## config.mk

```make
export PLATFORM = sky130hd
export DESIGN_NAME = bus_resp
export DESIGN_NICKNAME = d
export VERILOG_FILES = /design/src/rtl/bus_defs.sv /design/src/rtl/bus_timer.sv /design/src/rtl/bus_resp.sv
export SDC_FILE = /design/constraint.sdc
export NUM_CORES = 1
export LEC_CHECK = 0
export BUFFER_PORTS_ARGS = -buffer_cell sky130_fd_sc_hd__clkbuf_2
export CORE_MARGIN = 1.5
export CORE_UTILIZATION = 30
export DETAILED_ROUTE_END_ITERATION = 16
export PLACE_DENSITY_LB_ADDON = 0.25
export SLEW_MARGIN = 20
export SYNTH_ARGS = -nofsm -noshare
export SYNTH_HDL_FRONTEND = slang
export SYNTH_SLANG_ARGS = --single-unit
```

## constraint.sdc

```tcl
create_clock -name clk -period 4.42 [get_ports clk]
set_input_delay 0.884 -clock clk [delete_from_list [all_inputs] [get_ports clk]]
set_output_delay 0.884 -clock clk [all_outputs]
set_load 0.01 [all_outputs]
```

## src/rtl/bus_defs.sv

```systemverilog
// rtl/bus_defs.sv - shared state encoding and constants for the CPU bus responder
package bus_defs;
    typedef enum logic [1:0] {
        ST_IDLE  = 2'd0,
        ST_WPOST = 2'd1,
        ST_RWAIT = 2'd2,
        ST_BLOCK = 2'd3
    } state_e;

    localparam int TMR_W = 16;
    localparam logic [7:0] ERR_RDATA = 8'hFF;
endpackage

```

## src/rtl/bus_timer.sv

```systemverilog
// rtl/bus_timer.sv - loadable down-counter that flags the last counted cycle
import bus_defs::*;

module bus_timer (
    input  logic             clk,
    input  logic             rst_i,
    input  logic             load_i,
    input  logic [TMR_W-1:0] load_val_i,
    input  logic             en_i,
    output logic             expire_o
);
    logic [TMR_W-1:0] cnt_q, cnt_d;

    always_comb begin
        cnt_d = cnt_q;
        if (load_i) begin
            cnt_d = load_val_i;
        end else if (en_i && cnt_q != '0) begin
            cnt_d = cnt_q - 1'b1;
        end
    end

    always_ff @(posedge clk) begin
        if (rst_i) begin
            cnt_q <= '0;
        end else begin
            cnt_q <= cnt_d;
        end
    end

    // Fires on the edge that would take the count from one to zero.
    assign expire_o = en_i & (cnt_q == TMR_W'(1));
endmodule

```

## src/rtl/bus_resp.sv

```systemverilog
// rtl/bus_resp.sv - 65C02 bus responder steering accesses to fast and slow ports
import bus_defs::*;

module bus_resp #(
    parameter logic [15:0] FAST_MASK = 16'hFFFF,
    parameter int          TIMEOUT   = 255
) (
    input  logic        clk,
    input  logic        RST,
    input  logic [15:0] AB,
    input  logic [7:0]  DO,
    input  logic        WE,
    output logic [7:0]  DI,
    output logic        RDY,
    output logic        fast_en,
    output logic        fast_we,
    input  logic [7:0]  fast_dout,
    output logic        slow_req,
    output logic        slow_we,
    output logic [15:0] slow_addr,
    output logic [7:0]  slow_wdata,
    input  logic [7:0]  slow_rdata,
    input  logic        slow_ack,
    output logic        bus_err
);
    localparam logic [TMR_W-1:0] TO_VAL = TMR_W'(TIMEOUT);

    state_e      state_q, state_d;
    logic        req_q, req_d, pend_q, pend_d;
    logic        we_q, we_d, qwe_q, qwe_d;
    logic [15:0] addr_q, addr_d, qaddr_q, qaddr_d;
    logic [7:0]  wdata_q, wdata_d, qwdata_q, qwdata_d;
    logic [7:0]  hold_q, hold_d;
    logic        sel_slow_q, sel_slow_d, err_q, err_d;
    logic        fast_page, acc_slow, ack_ok, expire, done, tmr_load;

    assign RDY       = (state_q == ST_IDLE) || (state_q == ST_WPOST);
    assign fast_page = FAST_MASK[AB[15:12]];
    assign acc_slow  = RDY & ~fast_page;
    assign ack_ok    = req_q & slow_ack;
    assign done      = ack_ok | expire;

    bus_timer u_timer (
        .clk        (clk),
        .rst_i      (RST),
        .load_i     (tmr_load),
        .load_val_i (TO_VAL),
        .en_i       (req_q & ~slow_ack),
        .expire_o   (expire)
    );

    always_comb begin
        state_d    = state_q;
        req_d      = req_q;
        pend_d     = pend_q;
        we_d       = we_q;
        addr_d     = addr_q;
        wdata_d    = wdata_q;
        qwe_d      = qwe_q;
        qaddr_d    = qaddr_q;
        qwdata_d   = qwdata_q;
        hold_d     = hold_q;
        sel_slow_d = sel_slow_q;
        err_d      = expire;
        tmr_load   = 1'b0;

        if (RDY) begin
            sel_slow_d = ~fast_page;
        end
        // A request issued right after a completion waits one idle cycle on req.
        if (pend_q) begin
            req_d    = 1'b1;
            pend_d   = 1'b0;
            tmr_load = 1'b1;
        end

        case (state_q)
            ST_IDLE: begin
                if (acc_slow) begin
                    addr_d   = AB;
                    we_d     = WE;
                    wdata_d  = DO;
                    req_d    = 1'b1;
                    tmr_load = 1'b1;
                    state_d  = WE ? ST_WPOST : ST_RWAIT;
                end
            end
            ST_WPOST: begin
                if (done) begin
                    req_d = 1'b0;
                    if (acc_slow) begin
                        addr_d  = AB;
                        we_d    = WE;
                        wdata_d = DO;
                        pend_d  = 1'b1;
                        state_d = WE ? ST_WPOST : ST_RWAIT;
                    end else begin
                        state_d = ST_IDLE;
                    end
                end else if (acc_slow) begin
                    qaddr_d  = AB;
                    qwe_d    = WE;
                    qwdata_d = DO;
                    state_d  = ST_BLOCK;
                end
            end
            ST_BLOCK: begin
                if (done) begin
                    req_d   = 1'b0;
                    addr_d  = qaddr_q;
                    we_d    = qwe_q;
                    wdata_d = qwdata_q;
                    pend_d  = 1'b1;
                    state_d = qwe_q ? ST_WPOST : ST_RWAIT;
                end
            end
            ST_RWAIT: begin
                if (done) begin
                    req_d   = 1'b0;
                    hold_d  = ack_ok ? slow_rdata : ERR_RDATA;
                    state_d = ST_IDLE;
                end
            end
            default: state_d = ST_IDLE;
        endcase
    end

    always_ff @(posedge clk) begin
        if (RST) begin
            state_q    <= ST_IDLE;
            req_q      <= 1'b0;
            pend_q     <= 1'b0;
            we_q       <= 1'b0;
            addr_q     <= '0;
            wdata_q    <= '0;
            qwe_q      <= 1'b0;
            qaddr_q    <= '0;
            qwdata_q   <= '0;
            hold_q     <= '0;
            sel_slow_q <= 1'b0;
            err_q      <= 1'b0;
        end else begin
            state_q    <= state_d;
            req_q      <= req_d;
            pend_q     <= pend_d;
            we_q       <= we_d;
            addr_q     <= addr_d;
            wdata_q    <= wdata_d;
            qwe_q      <= qwe_d;
            qaddr_q    <= qaddr_d;
            qwdata_q   <= qwdata_d;
            hold_q     <= hold_d;
            sel_slow_q <= sel_slow_d;
            err_q      <= err_d;
        end
    end

    assign fast_en    = RDY & fast_page;
    assign fast_we    = fast_en & WE;
    assign slow_req   = req_q;
    assign slow_we    = we_q;
    assign slow_addr  = addr_q;
    assign slow_wdata = wdata_q;
    assign bus_err    = err_q;
    assign DI         = sel_slow_q ? hold_q : fast_dout;
endmodule

```

==> results of run 1 <==
## final cells by class
type | count | area (µm²)
well taps | 52 | 65.06
repair buffers | 8 | 40.04
fillers | 482 | 3053
inverters | 7 | 26.28
multi-input cells | 125 | 734.5
flip-flops and latches | 21 | 420.4
clock buffers | 4 | 45.04
## cell families (layout without fill, tap and decap cells)
logic type	Yosys count	in the layout	synth area share (%)
other	1	25	0.2730
buffers and inverters	46	19	22.49
AND/OR/NAND/NOR	57	57	23.95
AO/OA/AOI/OAI	41	41	20.86
flip-flops	21	21	30.60
adder cells (fa/ha/maj)	2	2	1.821
## report_power, final
part | internal (mW) | leakage [nW] | switching (mW) | total (mW)
clock | 0.0642 | 0.0228 | 0.0612 | 0.125
combinational | 0.00299 | 0.360 | 0.0151 | 0.0181
sequential | 0.189 | 0.169 | 0.000000000000000277 | 0.189
total | 0.256 | 0.552 | 0.0763 | 0.332
## through the flow
step	utilization [%]	std cells	hold slack [ns]	setup WS, ns
after global placement	29.34	213	0.4675	1.600
after global routing	30.37	217	0.5116	1.783
after floorplan	-	192	0.4530	1.816
final	30.37	217	0.4885	1.833
after CTS	30.37	217	0.4881	1.844
after detailed placement	29.34	213	0.4777	1.563
## worst max-delay path, cell delays in order
cell and delay (ns):
clkbuf_2 0.10, or4b_1 0.52, or4_1 0.57, or4_1 0.54
a21oi_1 0.16
## worst paths after layout
kind | from | end | slack (ns) | depth (start not counted)
hold reg to reg | state_q[0] | state_q[0] | 0.49 | 2
hold / removal | state_q[0] | state_q[0] | 0.49 | 2
setup reg to reg | u_timer.cnt_q[1] | u_timer.cnt_q[12] | 1.96 | 6
setup / recovery | slow_ack | u_timer.cnt_q[15] | 1.83 | 5
## placed cells by master, fill, tap and decap left out, types with 3 or more instances in the layout
cell type and n:
or4_1 5, o31ai_1 5, or3_1 3, o21ai_0 6, conb_1 25, dfxtp_1 21
or2_2 4, a31oi_1 6, clkbuf_8 3, inv_1 7, nor4_1 3, nand2_1 7
a21oi_1 9, clkbuf_2 8, nor2_1 13, nor3_1 6, or3_2 3
## metal layers
metal	track usage [%]	wire length (µm)	up-vias
met3	3.134	104	4
li1	-	-	553
met5	0	0	-
met2	17.82	1273	19
met1	12.21	1226	521
met4	2.935	29	0
## state kept, by name (all words and copies together) (netlist names)
register,flops
state_q,2
bus_err,1
pend_q,1
u_timer.cnt_q,16
slow_req,1
==> flow_metrics.env, run 1 <==
export IMPL_status="completed"
export IMPL_cts_clk_slew_worst_paths_ns=0.08
export IMPL_synth_top_cell_area_share_pct=30.60
export IMPL_vias_per_cell=5.055
export IMPL_hold_violations=0
export IMPL_rsz0062_at_grt="false"
export IMPL_vias=1097
export IMPL_min_path_type="flip-flop to flip-flop"
export IMPL_die_area_um2=4994
export IMPL_cts_setup_buffers=0
export IMPL_grt_pass1_wl_um=4202
export IMPL_antenna_cells=0
export IMPL_synth_most_common_cell="buf_4"
export IMPL_cts_tree="done"
export IMPL_fin_area_um2=1331
export IMPL_fin_tns_setup_ns=0
export IMPL_routedWlPerCell_um=12.13
export IMPL_path_max_fanout=8
export IMPL_setup_viol=0
export IMPL_clkLatencyLatePin_ns=0.26
export IMPL_port_buffers=8
export IMPL_cts_resized=0
export IMPL_wirelength_um=2633
export IMPL_cp_required_ns=4.61
export IMPL_fmax_mhz=386.5
export IMPL_fin_skew_ns=0.005636
export IMPL_postCtsHoldBufs=0
export IMPL_core_rowCount=24
export IMPL_ys_ff_latch=21
export IMPL_synth_commonest_cells="buf_4, dfxtp_1, nor2_1, a21oi_1"
export IMPL_antenna_found_initial=0
export IMPL_synth_enable_flop_cells=0
export IMPL_cap_violations=0
export IMPL_leakage_nw=0.5519
export IMPL_synthCells=168
export IMPL_start_util_pct=31.34
export IMPL_num_io_pins=82
export IMPL_finalNetCount=212
export IMPL_syn_area_per_cell_um2=8.177
export IMPL_first_iter_violations=43
export IMPL_end_kind="flip-flop"
export IMPL_grt_pass1_vias=957
export IMPL_area_growth_pct=-3.096
export IMPL_dpl_hpwl_um=1957
export IMPL_power_density_nw_per_um2=249.7
export IMPL_ir_drop_uv=98.35
export IMPL_htreeDepth=1
export IMPL_cts_buffers=3
export IMPL_core_region_area_um2=4384
export IMPL_grt_start_max_net_pins=16
export IMPL_die_y_um=70.67
export IMPL_max_slew_margin_rel_pct=26.69
export IMPL_yosysSeqAreaShare_pct=30.60
export IMPL_cts_path_max_buffers=2
export IMPL_cts_sinks=21
export IMPL_synthTopCellsByArea="dfxtp_1, buf_4, nor2_1"
export IMPL_netlist_area_um2=1374
export IMPL_grt_usage_pct=10.24
export IMPL_arrival_ns=2.78
export IMPL_die_w_um=70.67
export IMPL_fin_crit_ns=2.587
export IMPL_synth_warning_count=0
export IMPL_period_share_pct=58.54
export IMPL_worstMarginPinSlew_ns=1.090
export IMPL_netlist_cell_type_count=42
export IMPL_p_total_mw=0.3325
export IMPL_routabilityCongestion=0.7455
export IMPL_worstSetupStartpointType="primary input"
export IMPL_yosysTopAreaCell="dfxtp_1"
export IMPL_overflow=0
export IMPL_drive_above_1_share_pct=13.94
export IMPL_drc=0
export IMPL_clock_root_buffer="clkbuf_8"
export IMPL_slew_violations=0
export IMPL_drtPass1Iterations=4
export IMPL_postRouteAntennaNets=0
export IMPL_placed_cell_area_um2=1286
export IMPL_synth_main_ff_cell="dfxtp_1"
export IMPL_path_class="primary input to flip-flop"
export IMPL_synth_async_reset_ratio_pct=0
No activity file was read; power rests on OpenSTA's default activity.
==> inputs of run 2 (changes only) <==
- clock period: 4.42 -> 2.65 ns (I/O delays scaled with it)
==> flow_metrics.env, run 2 (synthesis gave the netlist of run 1 again) <==
export IMPL_place_inst=215
export IMPL_max_slew_margin_rel_pct=50.50
export IMPL_worstSetupStartpointType="flip-flop"
export IMPL_arrival_ns=2.55
export IMPL_die_area_um2=4994
export IMPL_antenna_cells=0
export IMPL_clock_root_buffer="clkbuf_8"
export IMPL_cts_tree="done"
export IMPL_mostFrequentLayoutCells="conb_1, dfxtp_1, nor2_1"
export IMPL_pwr_share_comb_pct=5.4
export IMPL_grt_start_max_net_pins=16
export IMPL_die_y_um=70.67
export IMPL_num_io_pins=82
export IMPL_power_density_nw_per_um2=420.8
export IMPL_cts_buffers=3
export IMPL_switching_power_mw=0.1390
export IMPL_leakage_nw=0.5615
export IMPL_grt_pass1_wl_um=4395
export IMPL_crit_buf_inv=0
export IMPL_drc=0
export IMPL_switching_share_pct=24.53
export IMPL_fmax_mhz=424.9
export IMPL_reg2reg_from="u_timer.cnt_q[4]"
export IMPL_routabilityCongestion=0.7472
export IMPL_multi_input_area_um2=734.5
export IMPL_hold_end="state_q[0]"
export IMPL_ir_drop_uv=158.8
export IMPL_wirelength_um=2750
export IMPL_crit_chain="or4_4, or4_1, or4_1, a21oi_1"
export IMPL_routedWlPerCell_um=12.56
export IMPL_place_ws_ns=0.1543
export IMPL_first_iter_violations=38
export IMPL_instances_no_fill=219
export IMPL_worstMarginPinSlew_ns=0.7368
export IMPL_hold_path_startpoint="state_q[0]"
export IMPL_cts_clk_slew_worst_paths_ns=0.08
export IMPL_cts_sinks=21
export IMPL_cp_required_ns=2.85
export IMPL_cts_setup_buffers=0
export IMPL_crit_cells=4
export IMPL_overflow=0
export IMPL_postRouteAntennaNets=0
export IMPL_dpl_hpwl_um=2057
export IMPL_fin_tns_setup_ns=0
export IMPL_critical_path_top_delay_family="simple AND/OR/NAND/NOR gates"
export IMPL_crit_top_cell="or4_1"
export IMPL_fill_cells=488
export IMPL_grt_usage_pct=10.72
export IMPL_fin_skew_ns=0.004487
export IMPL_rsz0062_at_grt="false"
export IMPL_finalNetCount=214
export IMPL_drtPass1Iterations=4
export IMPL_cpMaxStageDelayCell="or4_1"
export IMPL_vias_per_cell=5.228
export IMPL_period_share_pct=88.82
export IMPL_start_util_pct=31.34
export IMPL_regArea_um2=420.4
export IMPL_clkLatencyLatePin_ns=0.26
export IMPL_drive_above_1_share_pct=14.97
export IMPL_min_path_type="flip-flop to flip-flop"
export IMPL_status="completed"
export IMPL_vias=1145
export IMPL_core_rowCount=24
export IMPL_cts_resized=0
export IMPL_setup_viol=0
export IMPL_clkPwrFrac_pct=39.0
export IMPL_rrSetupSlack_ns=0.30
export IMPL_area_growth_pct=-2.004
export IMPL_slew_violations=0
export IMPL_die_w_um=70.67
export IMPL_r2r_end="u_timer.cnt_q[15]"
export IMPL_holdPathStages=2
export IMPL_reg2reg_depth=4
export IMPL_cts_path_max_buffers=2
export IMPL_top_regs="u_timer.cnt_q (16), state_q (2)"
export IMPL_hold_violations=0
export IMPL_layout_commonest_cell="conb_1"
export IMPL_antenna_found_initial=0
export IMPL_setup_slack_ns=0.2964
export IMPL_regMostFlops="u_timer.cnt_q"
export IMPL_port_buffers=8
export IMPL_end_kind="flip-flop"
export IMPL_path_max_fanout=8
export IMPL_postCtsHoldBufs=0
export IMPL_path_class="flip-flop to flip-flop"
export IMPL_largest_reg_flops=16
export IMPL_fin_crit_ns=2.354
export IMPL_grt_pass1_vias=1027
export IMPL_internal_power_mw=0.4275
export IMPL_cap_violations=0
export IMPL_htreeDepth=1
export IMPL_seqPwrFrac_pct=55.6
export IMPL_slowest_delay_ns=0.67
export IMPL_core_region_area_um2=4384
run 2: changes by cell type in the layout (fill, tap and decap cells not counted), sizes merged:
cell	before	now
buf	0	2
run 2: worst max-delay path by stage:
stage,start,endpoint
after floorplan,slow_ack,u_timer.cnt_q[15]
after global placement,slow_ack,u_timer.cnt_q[15]
after detailed placement,slow_ack,u_timer.cnt_q[15]
after CTS,u_timer.cnt_q[4],u_timer.cnt_q[15]
after global routing,slow_req,u_timer.cnt_q[15]
final,u_timer.cnt_q[4],u_timer.cnt_q[15]
run 2: per-layer routing:
layer  global-route usage (%)  share of wire, %  up-vias
met5                        0                 0        -
met4                    4.403               1.7        0
met3                    2.137               3.9        7
met2                    19.60                50       24
met1                    12.14                44      559
li1                         -                 -      555
run 2: stage by stage:
| step | instance area [µm²] | hold slack (ns) | util (%) | power, mW |
|---|---|---|---|---|
| after floorplan | 1464 | 0.4530 | - | 0.3872 |
| after global placement | 1301 | 0.4667 | 29.68 | 0.3519 |
| after detailed placement | 1301 | 0.4845 | 29.68 | 0.3526 |
| after CTS | 1346 | 0.4983 | 30.71 | 0.5731 |
| after global routing | 1346 | 0.5271 | 30.71 | 0.5839 |
| final | 1346 | 0.4922 | 30.71 | 0.5665 |
run 2: final cells by class:
| cell class | instances | area share, % |
|---|---|---|
| multi-input cells | 125 | 54.55 |
| flip-flops and latches | 21 | 31.23 |
| well taps | 52 | 4.833 |
| repair buffers | 10 | 4.089 |
| clock buffers | 4 | 3.346 |
| inverters | 7 | 1.952 |
run 2: tightest hold or removal path, delay by kind of cell, from the launching register on:
| kind | cells | cell delay (ns) |
|---|---|---|
| AOI/OAI and AO/OA | 1 | 0.05 |
| DFF | 1 | 0.32 |
| buffers and inverters | 1 | 0.09 |
run 2: power by group through the flow:
stage / combinational, mW / clock [mW] / sequential [mW]
global route: 0.0337 / 0.235 / 0.315
floorplan: 0.0645 / 0 / 0.323
finish: 0.0306 / 0.221 / 0.315
CTS: 0.0300 / 0.228 / 0.315
global placement: 0.0292 / 0 / 0.323
detailed placement: 0.0300 / 0 / 0.323
==> inputs of run 3 (changes only) <==
- ABC_AREA: default -> 1
==> flow_metrics.env, run 3 <==
export IMPL_hold_path_startpoint="state_q[0]"
export IMPL_drive_above_1_share_pct=7.851
export IMPL_synthCells=243
export IMPL_fin_crit_ns=1.652
export IMPL_arrival_ns=1.80
export IMPL_vias=1256
export IMPL_layout_commonest_cell="nand2_1"
export IMPL_first_iter_violations=55
export IMPL_switching_power_mw=0.1346
export IMPL_hold_end="state_q[0]"
export IMPL_worstSetupStartpointType="flip-flop"
export IMPL_holdPathStages=2
export IMPL_rrSetupSlack_ns=1.0
export IMPL_routedWlPerCell_um=8.958
export IMPL_period_share_pct=62.35
export IMPL_synth_async_reset_ratio_pct=0
export IMPL_overflow=0
export IMPL_clock_root_buffer="clkbuf_8"
export IMPL_yosysTopAreaCell="dfxtp_1"
export IMPL_antenna_cells=0
export IMPL_postRouteAntennaNets=0
export IMPL_num_io_pins=82
export IMPL_synth_commonest_cells="nand2_1, nor2_1, buf_4, inv_1, dfxtp_1"
export IMPL_fin_tns_setup_ns=0
export IMPL_routabilityCongestion=0.7920
export IMPL_wl_met1_um=1406
export IMPL_fmax_mhz=605.3
export IMPL_die_area_um2=5520
export IMPL_clkLatencyLatePin_ns=0.26
export IMPL_cts_resized=0
export IMPL_instances_no_fill=309
export IMPL_setup_slack_ns=0.9979
export IMPL_synth_top_family_by_area="simple AND/OR/NAND/NOR gates"
export IMPL_grt_pass1_vias=1078
export IMPL_end_kind="flip-flop"
export IMPL_die_w_um=74.30
export IMPL_cts_tree="done"
export IMPL_place_inst=305
export IMPL_reg2reg_depth=9
export IMPL_pwr_share_comb_pct=4.8
export IMPL_die_y_um=74.30
export IMPL_cts_setup_buffers=0
export IMPL_mostFrequentLayoutCells="nand2_1, nor2_1, inv_1"
export IMPL_cts_buffers=3
export IMPL_grt_usage_pct=11.16
export IMPL_rsz0062_at_grt="false"
export IMPL_core_region_area_um2=4817
export IMPL_internal_power_mw=0.4259
export IMPL_synthTopCellsByArea="dfxtp_1, buf_4, nand2_1"
export IMPL_vias_per_cell=4.065
export IMPL_critPathLaunch="u_timer.cnt_q[0]"
export IMPL_dpl_hpwl_um=2136
export IMPL_regArea_um2=420.4
export IMPL_place_ws_ns=0.9987
export IMPL_regMostFlops="u_timer.cnt_q"
export IMPL_path_max_fanout=15
export IMPL_yosys_area_share_simple_pct=38.80
export IMPL_yosysSeqAreaShare_pct=27.56
export IMPL_top_regs="u_timer.cnt_q (16), state_q (2)"
export IMPL_largest_reg_flops=16
export IMPL_start_util_pct=31.66
export IMPL_drtPass1Iterations=4
export IMPL_cts_sinks=21
export IMPL_grt_start_max_net_pins=16
export IMPL_ir_drop_uv=237.9
export IMPL_ys_ff_latch=21
export IMPL_synth_compound_area_share_pct=5.906
export IMPL_yosys_mux_area_fraction_pct=0
export IMPL_antenna_found_initial=0
export IMPL_cts_path_max_buffers=2
export IMPL_clkPwrFrac_pct=38.9
export IMPL_setup_viol=0
export IMPL_power_density_nw_per_um2=373.6
export IMPL_synth_most_common_cell="nand2_1"
export IMPL_multi_input_area_um2=809.5
export IMPL_finalNetCount=289
export IMPL_htreeDepth=1
export IMPL_cp_required_ns=2.80
export IMPL_met2_wirelength_um=1201
export IMPL_core_rowCount=25
export IMPL_min_path_type="flip-flop to flip-flop"
export IMPL_switching_share_pct=24.01
export IMPL_slew_violations=0
export IMPL_synth_xor_area_share_pct=0.5742
export IMPL_synth_adder_area_share_pct=1.641
export IMPL_status="completed"
export IMPL_cts_clk_slew_worst_paths_ns=0.08
export IMPL_top_layer="met4"
export IMPL_area_growth_pct=-1.641
export IMPL_synth_top_cell_area_share_pct=27.56
export IMPL_synth_main_ff_cell="dfxtp_1"
export IMPL_wl_met3_um=147
export IMPL_seqPwrFrac_pct=56.2
export IMPL_leakage_nw=0.7832
export IMPL_r2r_end="u_timer.cnt_q[4]"
export IMPL_hold_violations=0
export IMPL_syn_area_per_cell_um2=6.277
export IMPL_fin_skew_ns=0.003271
export IMPL_wirelength_um=2768
export IMPL_fill_cells=571
export IMPL_reg2reg_from="u_timer.cnt_q[0]"
export IMPL_synth_warning_count=0
export IMPL_netlist_cell_type_count=23
export IMPL_whs_ns=0.4931
export IMPL_cap_violations=0
export IMPL_synth_enable_flop_cells=0
export IMPL_port_buffers=8
export IMPL_drc=0
export IMPL_p_total_mw=0.5605
export IMPL_netlist_area_um2=1525
export IMPL_postCtsHoldBufs=0
export IMPL_grt_pass1_wl_um=4754
export IMPL_path_class="flip-flop to flip-flop"
[run 3: cell count changes in the layout (fill, tap and decap cells not counted), sizes merged, moves of 7 or more]
cell   delta
nand2    +62
or4       -7
nand3    +18
inv      +20
nor2     +27
[run 3: how the worst max path moves through the flow]
| stage | to | slack, ns | depth (start not counted) |
|---|---|---|---|
| finish | u_timer.cnt_q[4] | 1.0 | 9 |
| global route | u_timer.cnt_q[5] | 0.84 | 9 |
| CTS | u_timer.cnt_q[4] | 0.99 | 9 |
| detailed placement | u_timer.cnt_q[4] | 1.0 | 9 |
| global placement | u_timer.cnt_q[2] | 0.99 | 9 |
| floorplan | u_timer.cnt_q[2] | 1.31 | 9 |
[run 3: layout make-up]
cell class              instances  share of cell area (%)
inverters                      27                   6.756
clock buffers                   4                   3.002
multi-input cells             182                   53.96
flip-flops and latches         21                   28.02
well taps                      67                   5.588
repair buffers                  8                   2.669
[run 3: logic make-up (layout without fill, tap and decap cells)]
| logic type | Yosys count | in the layout |
|---|---|---|
| adder cells (fa/ha/maj) | 2 | 2 |
| AND/OR/NAND/NOR | 136 | 136 |
| XOR/XNOR | 1 | 1 |
| flip-flops | 21 | 21 |
| buffers and inverters | 64 | 39 |
| AO/OA/AOI/OAI | 18 | 18 |
| other | 1 | 25 |
[run 3: routing by layer]
layer	vias to the layer above	track usage, %
met1	536	15.13
met5	-	0
li1	688	-
met2	30	17.76
met4	0	2.020
met3	2	3.388
[run 3: worst max-delay path: stages, from the launching register on]
cell and delay [ns]:
dfxtp_1 0.32, inv_1 0.11, ha_1 0.20, nand2_2 0.11
nor2_4 0.16, nand2_4 0.10, nand2_4 0.17, nand2_1 0.19
nand2_1 0.12, a21oi_1 0.06
[run 3: stage by stage]
stage          cell area [µm²]  util (%)
2_1_floorplan             1615         -
3_3_place_gp              1455     30.21
3_5_place_dp              1455     30.21
4_1_cts                   1500     31.14
5_1_grt                   1500     31.14
6_report                  1500     31.14
[run 3: power by group through the flow]
stage / combinational [mW] / sequential, mW / clock (mW)
floorplan: 0.0616 / 0.323 / 0
global placement: 0.0267 / 0.323 / 0
detailed placement: 0.0266 / 0.323 / 0
CTS: 0.0266 / 0.315 / 0.229
global route: 0.0322 / 0.315 / 0.243
finish: 0.0271 / 0.315 / 0.218
